### src/rtl/fp32_div_seq.sv
// Sequential IEEE-754 single-precision divider: restoring mantissa division one
// quotient bit per clock, exponent subtraction, round-half-away on one guard bit.
module fp32_div_seq (
  input  logic        clk,
  input  logic        res,
  input  logic        start,
  input  logic [31:0] flt_A,
  input  logic [31:0] flt_B,
  output logic        busy,
  output logic        done,
  output logic [31:0] flt_out,
  output logic        div_zero,
  output logic        ovf,
  output logic        unf
);

  localparam int QBITS = 26;
  localparam int BIAS  = 127;

  // Handshake: start is sampled only in IDLE; done is a one-cycle pulse and
  // flt_out/flags stay valid from done until the next done.
  typedef enum logic [1:0] {IDLE, DIVIDE, NORM, DONE} state_t;

  state_t             state, state_nxt;
  logic               sign;
  logic               zero_a, zero_b;
  logic [23:0]        mb;
  logic [24:0]        rem;
  logic [25:0]        q;
  logic [4:0]         count;
  logic signed [9:0]  e;
  logic [22:0]        frac;

  logic [25:0]        trial;
  logic [24:0]        rem_nxt;
  logic [23:0]        mant_sel;
  logic               rnd;
  logic [24:0]        mant_rnd;
  logic signed [9:0]  e_norm;
  logic signed [9:0]  e_fix;
  logic [22:0]        frac_fix;
  logic               unused_lead;

  always_ff @(posedge clk or negedge res) begin
    if (!res) state <= IDLE;
    else      state <= state_nxt;
  end

  always_comb begin
    state_nxt = state;
    case (state)
      IDLE:    if (start) state_nxt = DIVIDE;
      DIVIDE:  if (count == 5'(QBITS - 1)) state_nxt = NORM;
      NORM:    state_nxt = DONE;
      DONE:    state_nxt = IDLE;
      default: state_nxt = IDLE;
    endcase
  end

  // Trial subtraction; bit 25 set means the remainder was smaller than mB.
  always_comb begin
    trial   = {1'b0, rem} - {2'b00, mb};
    rem_nxt = trial[25] ? rem : trial[24:0];
  end

  // Normalise on the leading quotient bit, then round using the next bit.
  always_comb begin
    if (q[25]) begin
      mant_sel = q[25:2];
      rnd      = q[1];
      e_norm   = e;
    end else begin
      mant_sel = q[24:1];
      rnd      = q[0];
      e_norm   = e - 10'sd1;
    end
    mant_rnd = {1'b0, mant_sel} + {24'b0, rnd};
    if (mant_rnd[24]) begin
      frac_fix = 23'b0;
      e_fix    = e_norm + 10'sd1;
    end else begin
      frac_fix = mant_rnd[22:0];
      e_fix    = e_norm;
    end
  end

  assign unused_lead = mant_rnd[23];

  always_ff @(posedge clk or negedge res) begin
    if (!res) begin
      busy     <= 1'b0;
      done     <= 1'b0;
      flt_out  <= 32'b0;
      div_zero <= 1'b0;
      ovf      <= 1'b0;
      unf      <= 1'b0;
      sign     <= 1'b0;
      zero_a   <= 1'b0;
      zero_b   <= 1'b0;
      mb       <= 24'b0;
      rem      <= 25'b0;
      q        <= 26'b0;
      count    <= 5'b0;
      e        <= 10'sd0;
      frac     <= 23'b0;
    end else begin
      done <= 1'b0;
      case (state)
        IDLE: if (start) begin
          busy   <= 1'b1;
          sign   <= flt_A[31] ^ flt_B[31];
          zero_a <= (flt_A[30:23] == 8'd0);
          zero_b <= (flt_B[30:23] == 8'd0);
          rem    <= {2'b01, flt_A[22:0]};
          mb     <= {1'b1, flt_B[22:0]};
          e      <= $signed({2'b00, flt_A[30:23]}) - $signed({2'b00, flt_B[30:23]})
                    + 10'(BIAS);
          q      <= 26'b0;
          count  <= 5'b0;
        end
        DIVIDE: begin
          rem   <= rem_nxt << 1;
          q     <= {q[24:0], ~trial[25]};
          count <= count + 5'd1;
        end
        NORM: begin
          e    <= e_fix;
          frac <= frac_fix;
        end
        DONE: begin
          busy     <= 1'b0;
          done     <= 1'b1;
          div_zero <= 1'b0;
          ovf      <= 1'b0;
          unf      <= 1'b0;
          if (zero_b) begin
            flt_out  <= {sign, 8'hFF, 23'b0};
            div_zero <= 1'b1;
          end else if (zero_a) begin
            flt_out <= {sign, 31'b0};
          end else if (e >= 10'sd255) begin
            flt_out <= {sign, 8'hFF, 23'b0};
            ovf     <= 1'b1;
          end else if (e <= 10'sd0) begin
            flt_out <= {sign, 31'b0};
            unf     <= 1'b1;
          end else begin
            flt_out <= {sign, e[7:0], frac};
          end
        end
        default: ;
      endcase
    end
  end

endmodule
### config.mk
export PLATFORM = sky130hd
export DESIGN_NAME = fp32_div_seq
export DESIGN_NICKNAME = d
export VERILOG_FILES = /design/src/rtl/fp32_div_seq.sv
export SDC_FILE = /design/constraint.sdc
export NUM_CORES = 1
export LEC_CHECK = 0
export ABC_AREA = 0
export CAP_MARGIN = 20
export CORE_ASPECT_RATIO = 1.25
export CORE_UTILIZATION = 55
export DETAILED_ROUTE_END_ITERATION = 16
export GPL_TIMING_DRIVEN = 0
export PLACE_DENSITY = 0.79
export SYNTH_ARGS = -nofsm -noshare
export SYNTH_HDL_FRONTEND = slang
export SYNTH_SLANG_ARGS = --single-unit
### constraint.sdc
create_clock -name clk -period 6.18 [get_ports clk]
set_input_delay 1.545 -clock clk [delete_from_list [all_inputs] [get_ports clk]]
set_output_delay 1.545 -clock clk [all_outputs]
set_load 0.005 [all_outputs]
# After elaboration in Yosys (flattened, before gate mapping)
# Cells that the tools add are included.
[word_totals]
wordCells = 76
reg_bits = 155
input_bits = 67
out_inout_bits = 37
[classes]
mux = 32
n_eq_ne = 6
reduce_logical = 11
n_bitwise = 2
addsub = 7
magnitude_cmp = 2
[ops]
columns = ["op", "count"]
rows = [
  ["$mux 31", 4],
  ["$pmux 26 s2", 1],
  ["$pmux 25 s2", 1],
  ["$mux 24", 2],
  ["$mux 10", 3],
  ["$mux 26", 1],
  ["$sub 25x24->26", 1],
  ["$add 24x1->25", 1],
  ["$mux 25", 1],
  ["$mux 23", 1],
  ["$pmux 10 s2", 1],
  ["$logic_not 8->1", 2],
  ["$mux 1", 11],
  ["$add 10x2->10 const B", 1],
  ["$add 9x8->10 const B", 1],
  ["$ge 10x9->1 const B", 1],
  ["$le 10x1->1 const B", 1],
  ["$pmux 5 s2", 1],
  ["$reduce_and 2->1", 5],
  ["$sub 10x2->10 const B", 1],
  ["$sub 8x8->9", 1],
  ["$pmux 2 s4", 1],
  ["$reduce_bool 2->1", 3],
  ["$add 5x1->5 const B", 1],
  ["10 further kinds", 13],
]

# Logic depth before layout (Yosys ltp)
# Gate-level depths: netlist of the first run.
[logic_depth]
depth_word = 5
ltp_mapped = 16
mapped_depth_nobuf = 12

# Least setup slack after synthesis of the first run
# Ideal clock, no wire load.
[synth_path]
path_type = "input -> register"
startpoint = "in flt_B[24]"
endpoint = "reg e[9]"
path_stages = 10
setup_ns = 0.077
path_buffers = 0
setup_slack_ns = 2.410
arrival_time_ns = 3.692
required_ns = 6.103
path_cell_list = "inv_1 ha_1 nor2b_4 o31a_1 or4_4 nand2_1 nand3_1 maj3_1 or3_1 a21oi_1"
[synth_via]
elab_chain_cells = 4
[synth_rtl]
columns = ["item", "line_no", "source"]
rows = [
  ["from (decl)", "8", "input logic [31:0] flt_B,"],
  ["$sub 8x8->9", "116", "e <= $signed({2'b00, flt_A[30:23]}) - $signed({2'b00, flt_B[30:23]})"],
  ["$add 9x8->10", "117", "+ 10'(BIAS);"],
  ["$mux 10", "109", "IDLE: if (start) begin"],
  ["$pmux 10 s2", "108", "case (state)"],
  ["to (signal assigned)", "116", ""],
  ["to (signal assigned)", "127", "e <= e_fix;"],
  ["to (decl)", "31", "logic signed [9:0] e;"],
]
# Every way passes these cells. The select of a mux whose other input is x is not followed.
# A chain may end at the register's enable or synchronous reset.

# Worst setup path after layout of the first run
[layout_path]
startpoint = "reg q[25]"
endpoint = "reg e[6]"
[layout_via]
elab_chain_cells = 4
elab_cells_between_ends = 7
cone_classes = "2 x add/sub; 5 x mux"
[layout_rtl]
columns = ["item", "line_no", "source"]
rows = [
  ["from (decl)", "29", "logic [25:0] q;"],
  ["from (signal assigned)", "123", "q <= {q[24:0], ~trial[25]};"],
  ["$mux 24, or another cell as far along", "68", "if (q[25]) begin"],
  ["$add 24x1->25 or $add 10x2->10 (tied branches)", "77, 80", ""],
  ["$mux 10 (*)", "78", "if (mant_rnd[24]) begin"],
  ["$pmux 10 s2 (*)", "108", ""],
]
# Every way passes the cells marked *; elsewhere a longest branch is shown, timed or not.

==> reports/qor.csv, run 1 <==
stage,metric,value,unit
status,status,"complete, no violations",
global_routing,vias in the first global route,7859,
min_path,Min-Delay Path Depth,2,
global_routing,first-pass GRT wire length,37300,um
detailed_routing,DR pass1 iterations,5,
logic_synthesis,Yosys reg bits,155,
detailed_routing,Vias/cell,5.79,
sta,Max-Slew Margin vs Limit,48.9,%
critical_path,CP Launch Type,flop,
global_routing,antenna violations before repair,0,
layout,most frequent cells in the layout,"dfrtp_1, nand2_1, clkdlybuf4s50_1",
min_path,Hold Crit Start,mb[23]$_DFFE_PN0P_,
placement,Place WS,1.66,ns
clocking,Post-CTS Setup Bufs,0,
critical_path,R2R Path Start,q[25]$_DFFE_PN0P_,
sta,max-slew violation count,0,
power_and_ir_drop,VDD IR-drop max,0.273,mV
sta,"Period Utilization, post-route",74.7,%
clocking,worst skew pair latency,0.43,ns
logic_synthesis,"Distinct cells, synth",80,
clocking,clk sinks,155,
logic_synthesis,Netlist Area Pre-Place,0.00969,sq mm
floorplan,Die ar.,0.0182,sq mm
detailed_routing,Initial DRC Count,443,
placement,Placed Area,0.0110,sq mm
min_path,Hold EP,mb[23]$_DFFE_PN0P_,
critical_path,CP Capture Type,flop,
min_path,worst min-delay path category,reg -> reg,
critical_path,Critical Path Fanout Max,10,
placement,gpl congestion,0.897,
global_routing,pin count of the biggest net entering global routing,98,
floorplan,placement row count,53,
detailed_routing,DR vias,8156,
sta,Final setup viols,0,
detailed_routing,Avg WL per Cell,16.0,um
placement,IO buf count,103,
sta,"Hold Vio Cnt, Final",0,
floorplan,Die Span Y,150,um
layout,final instance area,0.0116,sq mm
critical_path,R2R depth,15,
detailed_routing,final wirelength,22600,um
floorplan,core area,0.0170,sq mm
clocking,TritonCTS clock tree,yes,
critical_path,critical path data arrival time,4.92,ns
layout,"commonest non-fill, non-tap cell in the layout",dfrtp_1,
sta,clock skew,0.00755,ns
logic_synthesis,main flop type after synthesis,dfrtp_1,
power_and_ir_drop,pwr/cell area,474,mW/mm^2
layout,NumNets Final,1289,
layout,Antenna Cells,0,
sta,post-route setup slack,1.57,ns
logic_synthesis,asr flop ratio synth,100,%
critical_path,internal reg-to-reg setup slack,1.57,ns
sta,Tightest Pin Transition,0.767,ns
clocking,CTS root buf,clkbuf_16,
sta,RSZ-0062 raised after global routing,false,
detailed_routing,Final ANT Viol Nets,0,
critical_path,"Data required, critical path",6.49,ns
clocking,clk buf depth,2,
run,max_cap viols,0,
critical_path,Crit Path Category,reg -> reg,
power_and_ir_drop,static leakage,4.95,nW
clocking,CTS Hold Bufs,0,
clocking,cts repair resizes,0,
logic_synthesis,Syn Area/Cell,9.20,sq um
floorplan,starting density of the core,56.8,%
placement,DPL Wire Length,16600,um
power_and_ir_drop,"Power, Total",5.51,mW
layout,layout cell share with drive strength beyond 1,8.92,%
global_routing,Total Routing Usage GR,26.2,%
layout,area delta synth->final,19.8,%
clocking,"Reg clk slew, reported paths",0.06,ns
floorplan,die width,121,um
logic_synthesis,Mapped Cells,1053,
floorplan,I/O Pins,104,
logic_synthesis,yosys warns,0,
clocking,H-tree levels,4,
logic_synthesis,syn nets,1166,
logic_synthesis,Post-synth EDFFs,0,
sta,fmax,217,MHz
logic_synthesis,sequential share of the synthesized area,40.0,%
clocking,Inserted Clock Buffers,17,
critical_path,worst r2r dst,e[6]$_DFFE_PN0P_,
sta,Final min period,4.61,ns
detailed_routing,number of remaining DRC errors,0,
global_routing,Congestion Overflow GR,0,
layout,Fillers,1370,
-- logic make-up (layout without fill, tap and decap cells) --
| kind of cell | Yosys count | count (layout) | share of synthesized area (%) |
|---|---|---|---|
| flip-flops | 155 | 155 | 40.0 |
| multiplexers | 71 | 71 | 7.88 |
| adder cells (fa/ha/maj) | 47 | 47 | 6.12 |
| AO/OA/AOI/OAI | 274 | 274 | 18.6 |
| XOR/XNOR | 77 | 77 | 7.12 |
| AND/OR/NAND/NOR | 284 | 284 | 14.4 |
| buffers and inverters | 145 | 281 | 5.86 |
-- synth_stat cells (3+ instances only) --
| cell | instances | area share (%) |
|---|---|---|
| o21ai_0 | 90 | 4.6 |
| nand4_1 | 7 | 0.45 |
| o21bai_1 | 4 | 0.31 |
| o211ai_1 | 8 | 0.62 |
| o2bb2ai_1 | 6 | 0.54 |
| buf_2 | 13 | 0.67 |
| xor2_1 | 30 | 2.7 |
| ha_1 | 45 | 5.8 |
| nand3_1 | 33 | 1.7 |
| o22ai_1 | 7 | 0.45 |
| o21a_1 | 7 | 0.54 |
| nand2_1 | 104 | 4.0 |
| a21oi_1 | 47 | 2.4 |
| a21o_1 | 10 | 0.77 |
| and3_1 | 6 | 0.39 |
| a211oi_1 | 7 | 0.54 |
| clkbuf_1 | 42 | 1.6 |
| or2_2 | 3 | 0.19 |
| nor3b_1 | 4 | 0.31 |
| and2_1 | 4 | 0.26 |
| nor2_1 | 61 | 2.4 |
| mux2i_1 | 29 | 3.0 |
| a221oi_1 | 4 | 0.36 |
| nor4_1 | 7 | 0.45 |
| buf_1 | 9 | 0.35 |
| inv_1 | 80 | 3.1 |
| nor2b_1 | 6 | 0.39 |
| or3_1 | 7 | 0.45 |
| a22o_1 | 25 | 2.3 |
| nand2b_1 | 11 | 0.71 |
| dfrtp_1 | 155 | 40 |
| o221ai_1 | 3 | 0.27 |
| a22oi_1 | 20 | 1.5 |
| o32ai_1 | 3 | 0.27 |
| xnor2_1 | 45 | 4.1 |
| mux2_2 | 41 | 4.8 |
| nor3_1 | 11 | 0.57 |
-- registers in the layout, indices dropped and copies added, names as in the netlist --
signal,flops
state,2
flt_out,32
mb,24
unf,1
ovf,1
zero_b,1
frac,23
busy,1
rem,25
sign,1
zero_a,1
e,10
div_zero,1
done,1
count,5
q,26
-- metrics by stage --
stage / TNS [ns] / std cells / utilization, % / hold WS (ns)
floorplan: 0 / 1053 / - / 0.418
global placement: -393.30 / 1376 / 64.5 / 0.438
detailed placement: 0 / 1377 / 64.7 / 0.437
CTS: 0 / 1409 / 68.1 / 0.463
global route: 0 / 1409 / 68.1 / 0.476
finish: 0 / 1409 / 68.1 / 0.468
-- layout make-up --
class	count	area [sq um]	area share [%]
Tap cell	220	275	2.37
Sequential cell	155	3880	33.4
Multi-Input combinational cell	753	5240	45.1
Inverter	80	300	2.59
Clock inverter	12	148	1.27
Timing Repair Buffer	104	1060	9.13
Clock buffer	20	437	3.76
Buffer	65	268	2.31
-- worst max path at each step --
stage,start,end
4_1_cts,q[25]$_DFFE_PN0P_,e[6]$_DFFE_PN0P_
3_3_place_gp,res,flt_out[27]$_DFFE_PN0P_
5_1_grt,q[25]$_DFFE_PN0P_,e[6]$_DFFE_PN0P_
2_1_floorplan,flt_B[24],e[9]$_DFFE_PN0P_
6_report,q[25]$_DFFE_PN0P_,e[6]$_DFFE_PN0P_
3_5_place_dp,q[25]$_DFFE_PN0P_,e[6]$_DFFE_PN0P_
-- metal layers --
layer  GRT usage, %  vias to the layer above  share of wire (%)
met2           47.4                      215                 51
met5              0                        -                  0
met1           30.6                     3905                 42
met3           4.05                       56                3.5
li1               -                     3980                  -
met4           11.7                        0                3.2
-- where the power goes --
part	internal [mW]	switching (mW)
registers	1.31	0.208
logic	1.23	1.71
clock network	0.633	0.418
total	3.17	2.34
-- critical path: stages (launching register included) --
cell,delay (ns)
dfrtp_1,0.38
buf_6,0.16
buf_2,0.22
clkbuf_1,0.56
clkbuf_1,0.46
mux2_2,0.25
ha_1,0.20
ha_1,0.23
and3_1,0.26
nand4_2,0.20
nor2_2,0.30
nand3b_1,0.17
nor3_2,0.39
mux2i_1,0.30
a21oi_1,0.10
o2bb2a_1,0.31
(Power assumes the default switching activity.)
==> run 2: changes to the inputs <==
- clock period: 6.18 -> 4.3 ns (I/O delays scaled with it)
==> reports/qor.csv, run 2 (synthesized netlist as in run 1, its figures left out) <==
stage,metric,value,unit,change
layout,most frequent cells in the layout,"dfrtp_1, nand2_1, clkdlybuf4s50_1",,unchanged
detailed_routing,Detail Route met2 WL,11600,um,about the same
sta,fmax,247,MHz,was 217 MHz
critical_path,Crit Path Category,reg -> reg,,unchanged
critical_path,Worst path max stage delay,0.40,ns,was 0.56 ns
global_routing,first-pass GRT wire length,37300,um,about the same
critical_path,Critical Path Fanout Max,19,,was 10
sta,max-slew violation count,0,,unchanged
min_path,worst min-delay path category,reg -> reg,,unchanged
critical_path,Bufs and invs on worst path,3,,was 4
critical_path,Crit path max-delay family,simple AND/OR/NAND/NOR gates,,was buffers and inverters
power_and_ir_drop,sequential share of power,27.5,%,about the same
layout,"commonest non-fill, non-tap cell in the layout",dfrtp_1,,unchanged
clocking,TritonCTS clock tree,yes,,unchanged
floorplan,die width,121,um,unchanged
layout,area delta synth->final,19.8,%,about the same
critical_path,R2R depth,14,,was 15
power_and_ir_drop,Sw Share,42.4,%,about the same
clocking,Inserted Clock Buffers,17,,unchanged
critical_path,R2R Path Start,q[25]$_DFFE_PN0P_,,unchanged
layout,Layout Utilization,68.1,%,about the same
layout,biggest regs,"flt_out x32, q x26, rem x25",,unchanged
layout,area of the multi-input gates,0.00524,sq mm,unchanged
sta,Max-Slew Margin vs Limit,50.3,%,was 48.9%
layout,layout cell share with drive strength beyond 1,9.01,%,was 8.92%
layout,Finished Layout Cells,1408,,was 1409
critical_path,Critical Path Stages,14,,was 15
detailed_routing,DR vias,8110,,was 8156
sta,"Hold Vio Cnt, Final",0,,unchanged
layout,Reg area,0.00388,sq mm,unchanged
global_routing,antenna violations before repair,0,,unchanged
global_routing,pin count of the biggest net entering global routing,98,,unchanged
floorplan,starting density of the core,56.8,%,unchanged
critical_path,CP cell instances,buf_6 > buf_2 > clkbuf_2 > mux2_2 > ha_1 > ha_1 > and3_1 > nand4_2 > nor2_2 > nand3b_1 > nor3_2 > mux2i_1 > a21oi_1 > o2bb2a_1,,was buf_6 > buf_2 > clkbuf_1 > clkbuf_1 > mux2_2 > ha_1 > ha_1 > and3_1 > nand4_2 > nor2_2 > nand3b_1 > nor3_2 > mux2i_1 > a21oi_1 > o2bb2a_1
critical_path,worst r2r dst,e[6]$_DFFE_PN0P_,,unchanged
critical_path,CP Capture Type,flop,,unchanged
clocking,Post-CTS Setup Bufs,0,,unchanged
power_and_ir_drop,Pint,4.56,mW,was 3.17 mW
power_and_ir_drop,clock power share,19.1,%,about the same
critical_path,"Data required, critical path",4.61,ns,was 6.49 ns
status,status,"complete, no violations",,unchanged
critical_path,critical path endpoint,e[6]$_DFFE_PN0P_,,unchanged
detailed_routing,final wirelength,22500,um,was 22600 um
critical_path,Worst Setup SP,q[25]$_DFFE_PN0P_,,unchanged
power_and_ir_drop,combinational power share,53.4,%,about the same
layout,NumNets Final,1288,,was 1289
placement,DPL Wire Length,16600,um,unchanged
critical_path,critical path data arrival time,4.36,ns,was 4.92 ns
critical_path,internal reg-to-reg setup slack,0.25,ns,was 1.57 ns
floorplan,placement row count,53,,unchanged
placement,gpl congestion,0.897,,unchanged
power_and_ir_drop,static leakage,4.95,nW,about the same
placement,placed cells,1377,,unchanged
placement,IO buf count,103,,unchanged
power_and_ir_drop,VDD IR-drop max,0.392,mV,was 0.273 mV
sta,Tightest Pin Transition,0.745,ns,was 0.767 ns
power_and_ir_drop,pwr/cell area,681,mW/mm^2,was 474 mW/mm^2
sta,Final min period,4.05,ns,was 4.61 ns
global_routing,Congestion Overflow GR,0,,unchanged
detailed_routing,Avg WL per Cell,16.0,um,about the same
sta,Worst Hold Slack,0.464,ns,was 0.468 ns
power_and_ir_drop,"Power, Total",7.90,mW,was 5.51 mW
global_routing,vias in the first global route,7846,,was 7859
sta,Final setup viols,0,,unchanged
layout,register with the most flip-flops,flt_out,,unchanged
power_and_ir_drop,Net Switching,3.35,mW,was 2.34 mW
detailed_routing,DR pass1 iterations,5,,unchanged
critical_path,CP Launch Type,flop,,unchanged
clocking,CTS root buf,clkbuf_16,,unchanged
clocking,clk buf depth,2,,unchanged
global_routing,Total Routing Usage GR,26.2,%,about the same
layout,Antenna Cells,0,,unchanged
placement,Place WS,-0.218,ns,was 1.66 ns
detailed_routing,Initial DRC Count,427,,was 443
sta,RSZ-0062 raised after global routing,false,,unchanged
critical_path,"most used cell, CP",ha_1,,
floorplan,Die Span Y,150,um,unchanged
layout,final instance area,0.0116,sq mm,about the same
layout,max FFs per register,32,,unchanged
layout,Fillers,1370,,unchanged
detailed_routing,Final ANT Viol Nets,0,,unchanged
critical_path,CP max stage cell,nor3_2,,was clkbuf_1
clocking,worst skew pair latency,0.43,ns,about the same
clocking,"Reg clk slew, reported paths",0.06,ns,about the same
placement,Placed Area,0.0110,sq mm,unchanged
sta,clock skew,0.00596,ns,was 0.00755 ns
detailed_routing,number of remaining DRC errors,0,,unchanged
detailed_routing,Routed met1 length,9380,um,was 9450 um
clocking,H-tree levels,4,,unchanged
floorplan,core area,0.0170,sq mm,unchanged
sta,post-route setup slack,0.247,ns,was 1.57 ns
sta,"Period Utilization, post-route",94.2,%,was 74.7%
detailed_routing,Top Layer Used,met4,,unchanged
detailed_routing,Vias/cell,5.76,,was 5.79
clocking,clk sinks,155,,unchanged
floorplan,I/O Pins,104,,unchanged
sta,setup TNS,0,ns,unchanged
floorplan,Die ar.,0.0182,sq mm,unchanged
detailed_routing,WL met3,789,um,was 780 um
run,max_cap viols,0,,unchanged
## run 2: cell count changes in the layout (fill, tap and decap cells not counted), sizes merged
| cell | delta |
|---|---|
| clkbuf | -1 |
## run 2: timing repair
action                     in CTS  in global routing
hold buffers                    0                  0
setup endpoints to repair      13                  5
pin swaps                       0                  0
resized for setup               0                  2
## run 2: final cells by class
| class | count | share of cell area, % |
|---|---|---|
| Clock inverter | 12 | 1.27 |
| Sequential cell | 155 | 33.4 |
| Tap cell | 220 | 2.37 |
| Clock buffer | 20 | 3.76 |
| Inverter | 80 | 2.59 |
| Buffer | 64 | 2.29 |
| Multi-Input combinational cell | 753 | 45.2 |
| Timing Repair Buffer | 104 | 9.13 |
## run 2: how the worst min path moves through the flow
| stage | from | slack, ns | cells past startpoint | end |
|---|---|---|---|---|
| floorplan | mb[23]$_DFFE_PN0P_ | 0.42 | 2 | mb[23]$_DFFE_PN0P_ |
| global placement | mb[23]$_DFFE_PN0P_ | 0.44 | 2 | mb[23]$_DFFE_PN0P_ |
| detailed placement | mb[23]$_DFFE_PN0P_ | 0.44 | 2 | mb[23]$_DFFE_PN0P_ |
| CTS | mb[23]$_DFFE_PN0P_ | 0.46 | 2 | mb[23]$_DFFE_PN0P_ |
| global route | mb[23]$_DFFE_PN0P_ | 0.48 | 2 | mb[23]$_DFFE_PN0P_ |
| finish | mb[23]$_DFFE_PN0P_ | 0.46 | 2 | mb[23]$_DFFE_PN0P_ |
## run 2: power by group through the flow
stage / registers (mW) / logic [mW] / clock network [mW]
after detailed placement: 2.20 / 4.17 / 0
final: 2.18 / 4.22 / 1.51
after floorplan: 2.12 / 3.11 / 0
after global routing: 2.23 / 4.68 / 1.59
after global placement: 2.18 / 4.05 / 0
after CTS: 2.17 / 4.21 / 1.52
## run 2: worst reg2reg max path, cell delays in order (launching register included)
cell and delay [ns]:
dfrtp_1 0.39, buf_6 0.16, buf_2 0.40, clkbuf_2 0.33
mux2_2 0.20, ha_1 0.20, ha_1 0.23, and3_1 0.26
nand4_2 0.19, nor2_2 0.29, nand3b_1 0.17, nor3_2 0.40
mux2i_1 0.31, a21oi_1 0.10, o2bb2a_1 0.30
## run 2: layer usage
layer  vias to the layer above  global-route usage (%)
li1                       3982                       -
met1                      3870                    30.6
met2                       204                    47.5
met3                        54                    4.05
met4                         0                    11.6
met5                         -                       0
